`src/rtl/comparador_pkg.sv`:
```
// Shared encodings for the serial left-to-right comparator: cell state codes and FSM states.
package comparador_pkg;

    localparam logic [1:0] EST_A = 2'b01;  // equal so far
    localparam logic [1:0] EST_B = 2'b10;  // A > B, absorbing
    localparam logic [1:0] EST_C = 2'b11;  // A < B, absorbing

    typedef enum logic [1:0] {
        S_IDLE  = 2'd0,
        S_SHIFT = 2'd1,
        S_DONE  = 2'd2
    } fsm_t;

endpackage

```
`src/rtl/comparador_serial_izq_der_celda.sv`:
```
// Typical cell of the left-to-right iterative comparator: present state (p,q) plus bit pair -> next state (P,Q).
module celdaTipicaIzqDer
    import comparador_pkg::*;
(
    input  logic p,
    input  logic q,
    input  logic Ai,
    input  logic Bi,
    output logic P,
    output logic Q
);

    always_comb begin
        {P, Q} = EST_A;
        case ({p, q})
            EST_B:   {P, Q} = EST_B;
            EST_C:   {P, Q} = EST_C;
            // EST_A and the never-written 00 code both behave as "equal so far"
            default: begin
                case ({Ai, Bi})
                    2'b10:   {P, Q} = EST_B;
                    2'b01:   {P, Q} = EST_C;
                    default: {P, Q} = EST_A;
                endcase
            end
        endcase
    end

endmodule

```
`src/rtl/comparador_serial_izq_der.sv`:
```
// Serial comparator: one celdaTipicaIzqDer cell iterated over N clocks, MSB first.
// Optional macro EARLY_EXIT_EN ends the scan as soon as the cell reaches an absorbing state.
module comparador_serial_izq_der
    import comparador_pkg::*;
#(
    parameter int N = 8
) (
    input  logic         clk,
    input  logic         rst,
    input  logic         start,
    input  logic [N-1:0] A,
    input  logic [N-1:0] B,
    output logic         busy,
    output logic         done,
    output logic         gt,
    output logic         lt,
    output logic         eq
);

    localparam int CW = $clog2(N + 1);

    fsm_t          state, state_nxt;
    logic [N-1:0]  sh_a, sh_b;
    logic [CW-1:0] cnt;
    logic [1:0]    estado, prox_estado;

    celdaTipicaIzqDer u_celda (
        .p  (estado[1]),
        .q  (estado[0]),
        .Ai (sh_a[N-1]),
        .Bi (sh_b[N-1]),
        .P  (prox_estado[1]),
        .Q  (prox_estado[0])
    );

    // Handshake: start is taken only while busy=0 (IDLE); busy stays high through the
    // DONE cycle, done pulses for exactly one cycle, and gt/lt/eq stay valid until the next accepted start.
    assign busy = (state != S_IDLE);
    assign done = (state == S_DONE);

    always_comb begin
        state_nxt = state;
        case (state)
            S_IDLE:  if (start) state_nxt = S_SHIFT;
            S_SHIFT: begin
                if (cnt == CW'(1)) state_nxt = S_DONE;
`ifdef EARLY_EXIT_EN
                if (prox_estado != EST_A) state_nxt = S_DONE;
`else
`endif
            end
            S_DONE:  state_nxt = S_IDLE;
            default: state_nxt = S_IDLE;
        endcase
    end

    always_ff @(posedge clk) begin
        if (rst) begin
            state  <= S_IDLE;
            sh_a   <= '0;
            sh_b   <= '0;
            cnt    <= '0;
            estado <= EST_A;
            gt     <= 1'b0;
            lt     <= 1'b0;
            eq     <= 1'b0;
        end else begin
            state <= state_nxt;
            case (state)
                S_IDLE: begin
                    if (start) begin
                        sh_a   <= A;
                        sh_b   <= B;
                        cnt    <= CW'(N);
                        estado <= EST_A;
                        gt     <= 1'b0;
                        lt     <= 1'b0;
                        eq     <= 1'b0;
                    end
                end
                S_SHIFT: begin
                    estado <= prox_estado;
                    sh_a   <= sh_a << 1;
                    sh_b   <= sh_b << 1;
                    cnt    <= cnt - CW'(1);
                    // Latch the verdict on the DONE entry edge so it is valid alongside done
                    if (state_nxt == S_DONE) begin
                        gt <= (prox_estado == EST_B);
                        lt <= (prox_estado == EST_C);
                        eq <= (prox_estado == EST_A);
                    end
                end
                default: ;
            endcase
        end
    end

endmodule

```
`config.mk`:
```
export PLATFORM = sky130hd
export DESIGN_NAME = comparador_serial_izq_der
export DESIGN_NICKNAME = d
export VERILOG_FILES = /design/src/rtl/comparador_pkg.sv /design/src/rtl/comparador_serial_izq_der_celda.sv /design/src/rtl/comparador_serial_izq_der.sv
export SDC_FILE = /design/constraint.sdc
export NUM_CORES = 1
export LEC_CHECK = 0
export BUFFER_PORTS_ARGS = -buffer_cell sky130_fd_sc_hd__buf_2
export CORE_AREA = 5 5 54 56
export DETAILED_ROUTE_END_ITERATION = 7
export DIE_AREA = 0 0 59 61
export PLACE_DENSITY = 0.75
export RECOVER_POWER = 50
export SKIP_CTS_REPAIR_TIMING = 1
export SYNTH_ARGS = -nofsm -noshare
export SYNTH_HDL_FRONTEND = slang
export SYNTH_SLANG_ARGS = --single-unit
export TNS_END_PERCENT = 30
```
`constraint.sdc`:
```
create_clock -name clk -period 2 [get_ports clk]
set_input_delay 0.2 -clock clk [delete_from_list [all_inputs] [get_ports clk]]
set_output_delay 0.2 -clock clk [all_outputs]
set_load 0.02 [all_outputs]
```
==> results of run 1 <==
cell families after synthesis:
| logic type | Yosys count |
|---|---|
| muxes | 2 |
| buffers and inverters | 16 |
| AOI/OAI and AO/OA | 42 |
| adders and majority gates | 3 |
| DFF | 27 |
| and+or+nand+nor | 47 |
worst register-to-register path, cell delays in order (launching register included):
cell	delay (ns)
dfxtp_1	0.41
inv_2	0.32
o21ai_0	0.35
a221oi_1	0.35
area by class of cell:
cell class	count	area share
clock buffer	3	0.0163
clock inverter	1	0.00543
inverter	8	0.0217
multi-input combinational	94	0.452
sequential	27	0.391
tap	30	0.0271
timing repair buffer	24	0.0860
per-stage QoR:
| step | setup WS [ns] | instances |
|---|---|---|
| 5_1_grt | 0.258 | 187 |
| 4_1_cts | 0.348 | 187 |
| 6_report | 0.401 | 187 |
| 2_1_floorplan | 0.716 | 137 |
| 3_5_place_dp | 0.652 | 183 |
| 3_3_place_gp | 0.691 | 183 |
placed cells by master (no fill, tap or decap), types with 2 or more instances in the layout:
cell      instances
nand3_1           2
inv_1             7
clkbuf_1          3
buf_2            20
a211oi_1          5
a211oi_2         10
a32oi_1           2
clkbuf_4          3
ha_1              3
nand2b_1          4
a21oi_1           4
o22ai_1          15
nor2_1           29
nor3_1            2
nand2_1           2
dfxtp_1          27
sequential cells by signal, summed over array words and instances (netlist names):
| register | cells |
|---|---|
| sh_a | 8 |
| sh_b | 8 |
| cnt | 4 |
| estado | 2 |
| state | 2 |
| eq | 1 |
| gt | 1 |
| lt | 1 |
how the worst min path moves through the flow:
stage | end | cells past startpoint
after detailed placement | lt | 2
after global placement | sh_b[0] | 3
after floorplan | sh_a[0] | 2
after global routing | sh_b[0] | 3
final | sh_b[0] | 3
after CTS | sh_b[0] | 3
per-layer routing:
metal,routed length (um),vias to the layer above
met5,0,-
met3,144,2
met2,1180,24
met1,1210,484
met4,12,0
li1,-,538
report_power, final:
group | total [uW] | internal, uW | switching [uW]
sequential | 614 | 583 | 31.1
clock | 241 | 76.5 | 165
combinational | 214 | 94.8 | 119
total | 1070 | 754 | 315
==> metrics.cfg, run 1 <==
[logic_synthesis]
ys_ff_latch = 27
synth_most_common_cell = nor2_1
ys.warnings.count = 0
synth_cell_types = 36
synth_top_family_by_area = compound AO/OA/AOI/OAI gates
synthSimpleGateAreaFrac = 0.189
avgSynthCellArea_um2 = 9.20
synth.area.mux_share = 0.0169
synth_edf_count = 0
ys_seq_area_frac = 0.429
synth_compound_gate_area_share = 0.273
synth_fa_ha_area_frac = 0.0298
synthesis.area_mm2 = 0.00126
ys.flop_type = dfxtp_1
syn-num-nets = 159
synth_top_area_share = 0.429
yosys.area.top_type = dfxtp_1
yosys-top-cells-count = nor2_1 (28), dfxtp_1 (27), o22ai_1 (15)
synthArstFlopShare = 0
synthCells = 137
synthXorXnorAreaFrac = 0
ys_top_cells_by_area = dfxtp_1 (43%), a211oi_2 (9.9%), nor2_1 (8.3%), o22ai_1 (7.4%), a211oi_1 (3.0%)

[pwr]
power.total_uw = 1070
ir_worst_vdd_v = 0.000458
power_density_mw_per_mm2 = 773
p_leak_uw = 0.000546

[worst_setup_path]
cp-startpoint = state[1]
worstSetupPathType = reg2out
path_max_fanout = 18
crit_family = flip-flops
reg2reg_to = sh_b[7]
startpoint_type = flip-flop
reg2reg_from = state[1]
path_buf_inv = 2
crit_chain = inv_2 > nor2_1 > buf_2
critPathRequiredTime_ns = 1.80
crit_end = done
rrSetupSlack_ns = 0.48
end_kind = output port
arrival_ns = 1.40
slowest_delay_ns = 0.50
rr_worst_depth = 3
cpMaxStageDelayCell = dfxtp_1
crit_cells = 3

[floorplan]
fp-row-count = 18
dieWidth_um = 59
die_area_mm2 = 0.00360
die_h_um = 61
initial_core_util = 0.528
core-area_mm2 = 0.00239
io-pin-count = 24

[place]
dpl_cell_area_mm2 = 0.00137
portBuffers = 23
hpwl_um = 1860
place_congestion = 0.846

[clock_network]
cts_made_buffers = 3
cts.path.max_buffers = 2
clock_sinks = 27
h-tree-depth = 1
cts-root-buf = clkbuf_4
cts.clk_slew.worst_paths_ns = 0.16
clock_latency_ns = 0.33
cts_tree = built

[layout]
design_area_mm2 = 0.00138
seq_area_um2 = 541
layout-drive-gt1-share = 0.255
syn_to_final_growth_pct = 9.73
antenna_cells = 0
multi_input_area_um2 = 626
nets = 180
fillers = 224
postLayoutCoreUtil = 0.579

[route]
drc = 0
viasPerCell = 5.60
antenna_left = 0
post_drt_wl_per_cell_um = 13.6
drt_wl_total_um = 2550
vias = 1048
drtIter0Drc = 43
first_pass_iters = 4

[run]
max-cap-violations = 0

[grt]
grt_overflow_total = 0
use_met2 = 0.237
busiest_layer = met2
grt_max_degree = 19
grt_pass1_vias = 956
grt_pass1_wl_um = 4170
globalRouteMet3Util = 0.0277
grtUsageTotal = 0.151
antenna_found_initial = 0
grtUsageMet1 = 0.204

[timing]
rsz0062_at_grt = false
min_period_ns = 1.60
slew_headroom = 0.558
holdWs_ns = 0.138
hold_violations = 0
fin_tns_setup_ns = 0
setup_violations = 0
fin_crit_sh = 0.799
worst_pin_slew_ns = 0.656
slew_violations = 0
max_clock_freq_ghz = 0.625
skew_ns = 0.0135

[outcome]
status = finished, final reports clean

[min_path]
hp-start = B[0]
holdCritPathClass = in2reg

No activity file was read; power rests on OpenSTA's default activity.
==> run 2: changes to the inputs <==
--- a/config.mk
+++ b/config.mk
@@ -6,10 +6,10 @@
 export NUM_CORES = 1
 export LEC_CHECK = 0
 export BUFFER_PORTS_ARGS = -buffer_cell sky130_fd_sc_hd__buf_2
-export CORE_AREA = 5 5 54 56
+export CORE_AREA = 5 5 58 60
 export DETAILED_ROUTE_END_ITERATION = 7
-export DIE_AREA = 0 0 59 61
-export PLACE_DENSITY = 0.75
+export DIE_AREA = 0 0 63 65
+export PLACE_DENSITY = 0.68
 export RECOVER_POWER = 50
 export SKIP_CTS_REPAIR_TIMING = 1
 export SYNTH_ARGS = -nofsm -noshare
==> constraint.sdc (replaced) <==
create_clock -name clk -period 1.4 [get_ports clk]
set_input_delay 0.14 -clock clk [delete_from_list [all_inputs] [get_ports clk]]
set_output_delay 0.14 -clock clk [all_outputs]
set_load 0.02 [all_outputs]
==> run 2 against run 1 <==
Combinational power rose by 57%. Largest cell class unchanged. Hold slack worse by 0.061 ns. Final cell count grew 4.3%. First-iteration DRC count is 4.7% lower. Clock skew fell by 0.0094 ns. Power increased by 45%.
==> metrics.cfg, run 2 (synthesis gave the netlist of run 1 again) <==
[timing]
max_clock_freq_ghz = 0.750
slew_violations = 0  ; unchanged
slew_headroom = 0.696  ; +0.138
skew_ns = 0.00413  ; -0.00939 ns
fin_crit_sh = 0.952
worst_pin_slew_ns = 0.455  ; -0.201 ns
min_period_ns = 1.33
hold_violations = 0  ; unchanged
setup_violations = 0  ; unchanged
rsz0062_at_grt = false

[clock_network]
h-tree-depth = 1  ; unchanged
clock_latency_ns = 0.33  ; about the same
clock_sinks = 27  ; unchanged
cts.clk_slew.worst_paths_ns = 0.14  ; -0.02 ns
cts_made_buffers = 3  ; unchanged
cts.path.max_buffers = 2  ; unchanged
cts-root-buf = clkbuf_4
cts_tree = built

[place]
hpwl_um = 2010  ; +8.6%
dpl_cell_area_mm2 = 0.00143  ; +3.9%
place_congestion = 0.855  ; +0.97%
portBuffers = 23  ; unchanged

[pwr]
p_int_uw = 1100  ; +45%
power_density_mw_per_mm2 = 1070  ; +39%
ir_worst_vdd_v = 0.000714  ; +56%
p_seq_frac = 0.565  ; -0.009
pwr-share-clk = 0.219  ; -0.007
swShare = 0.295  ; +0.000329
p_leak_uw = 0.000580  ; +6.3%
share_comb_of_total_power = 0.216  ; +0.016
power.total_uw = 1560  ; +45%
switchingPower_uw = 459  ; +46%

[floorplan]
die_area_mm2 = 0.00410  ; +14%
core-area_mm2 = 0.00288  ; +21%
fp-row-count = 20  ; +2
io-pin-count = 24  ; unchanged
dieWidth_um = 63  ; +6.8%
initial_core_util = 0.438  ; -0.0900
die_h_um = 65  ; +6.6%

[worst_setup_path]
cp-startpoint = state[0]
rrSetupSlack_ns = 0.08  ; -0.40 ns
arrival_ns = 1.19  ; -0.21 ns
rr_worst_depth = 6  ; +3
end_kind = output port
reg2reg_from = cnt[1]
crit_chain = buf_4 > nor2_2 > inv_1 > buf_2
slowest_delay_ns = 0.38  ; -0.12 ns
reg2reg_to = gt
cpMaxStageDelayCell = dfxtp_2
startpoint_type = flip-flop
worstSetupPathType = reg2out
path_max_fanout = 6  ; -12
critPathRequiredTime_ns = 1.26  ; -0.54 ns

[grt]
grt_overflow_total = 0  ; unchanged
grt_pass1_vias = 1129  ; +18%
grt_pass1_wl_um = 4890  ; +17%
grtUsageTotal = 0.142  ; -0.00933
antenna_found_initial = 0  ; unchanged
grt_max_degree = 16  ; -3

[layout]
final_common_cell = nor2_1
design_area_mm2 = 0.00145  ; +5.0%
largestRegisters = sh_a x8, sh_b x8, cnt x4
final_cell_mix = nor2_1 (27), dfxtp_1 (23), buf_2 (20), o22ai_1 (15), a211oi_2 (10)
layout-drive-gt1-share = 0.327  ; +0.0724
nets = 185  ; +2.8%
fillers = 270  ; +21%
syn_to_final_growth_pct = 15.2
antenna_cells = 0  ; unchanged

[route]
first_pass_iters = 5  ; +1
met3_length_um = 131  ; -9.0%
drtIter0Drc = 41  ; -4.7%
drt_wl_total_um = 2730  ; +7.1%
top_layer_used = met4
route.met2.wl_um = 1290  ; +9.2%
drc = 0  ; unchanged
viasPerCell = 5.61  ; about the same
post_drt_wl_per_cell_um = 14.0  ; +2.7%
vias = 1093  ; +4.3%
wl_met1_um = 1280  ; +5.5%
antenna_left = 0  ; unchanged

[min_path]
holdCritPathClass = in2reg
hp-start = A[0]
hold_depth = 3  ; unchanged
min_to = sh_a[0]

[run]
max-cap-violations = 0  ; unchanged

[outcome]
status = finished, final reports clean

## run 2: cell count changes in the layout (fill, tap and decap cells not counted)
cell / before / now
buf_4: 1 / 5
dfxtp_1: 27 / 23
dfxtp_2: 0 / 4
a21oi_1: 4 / 2
a21oi_2: 0 / 2
nor2_1: 29 / 27
nor2_2: 1 / 3
and2_0: 0 / 1
and2_1: 1 / 0
buf_12: 0 / 1
clkinv_2: 0 / 1
clkinvlp_4: 1 / 0
## run 2: routing by layer
layer,vias up,track usage
met5,-,0
met4,0,0.0451
li1,543,-
met3,6,0.0381
met1,519,0.177
met2,25,0.237
## run 2: worst max-delay path by stage
| stage | end | slack [ns] | depth (start not counted) |
|---|---|---|---|
| 2_1_floorplan | gt | 0.17 | 5 |
| 3_3_place_gp | gt | 0.11 | 5 |
| 3_5_place_dp | gt | 0.08 | 5 |
| 4_1_cts | done | -0.05 | 3 |
| 5_1_grt | gt | 0.0004 | 6 |
| 6_report | busy | 0.07 | 4 |
## run 2: through the flow
stage | util | TNS (ns) | setup slack (ns) | std cells | hold WS (ns)
floorplan | - | 0 | 0.170 | 137 | 0.306
global placement | 0.495 | 0 | 0.109 | 191 | 0.400
detailed placement | 0.495 | 0 | 0.0751 | 191 | 0.422
CTS | 0.505 | -0.0762 | -0.0452 | 195 | 0.0738
global route | 0.504 | 0 | 0.000401 | 195 | 0.102
finish | 0.504 | 0 | 0.0666 | 195 | 0.0769
## run 2: power by group through the flow
stage / Combinational (uW) / Sequential, uW / Clock (uW)
finish: 336 / 879 / 341
global route: 376 / 887 / 383
CTS: 338 / 877 / 349
detailed placement: 336 / 894 / 0
global placement: 325 / 889 / 0
floorplan: 252 / 881 / 0
## run 2: area by class of cell
| class | count | area (um2) | share of cell area |
|---|---|---|---|
| Clock buffer | 3 | 22.5 | 0.0155 |
| Clock inverter | 1 | 5.00 | 0.00345 |
| Inverter | 8 | 30.0 | 0.0207 |
| Multi-Input combinational cell | 94 | 638 | 0.440 |
| Sequential cell | 27 | 546 | 0.376 |
| Tap cell | 33 | 41.3 | 0.0284 |
| Timing Repair Buffer | 29 | 169 | 0.116 |
## run 2: critical path, delay by kind of cell (launching register included)
| family | cells | cell delay [ns] |
|---|---|---|
| flops | 1 | 0.38 |
| simple gates | 1 | 0.13 |
| buf+inv | 3 | 0.36 |
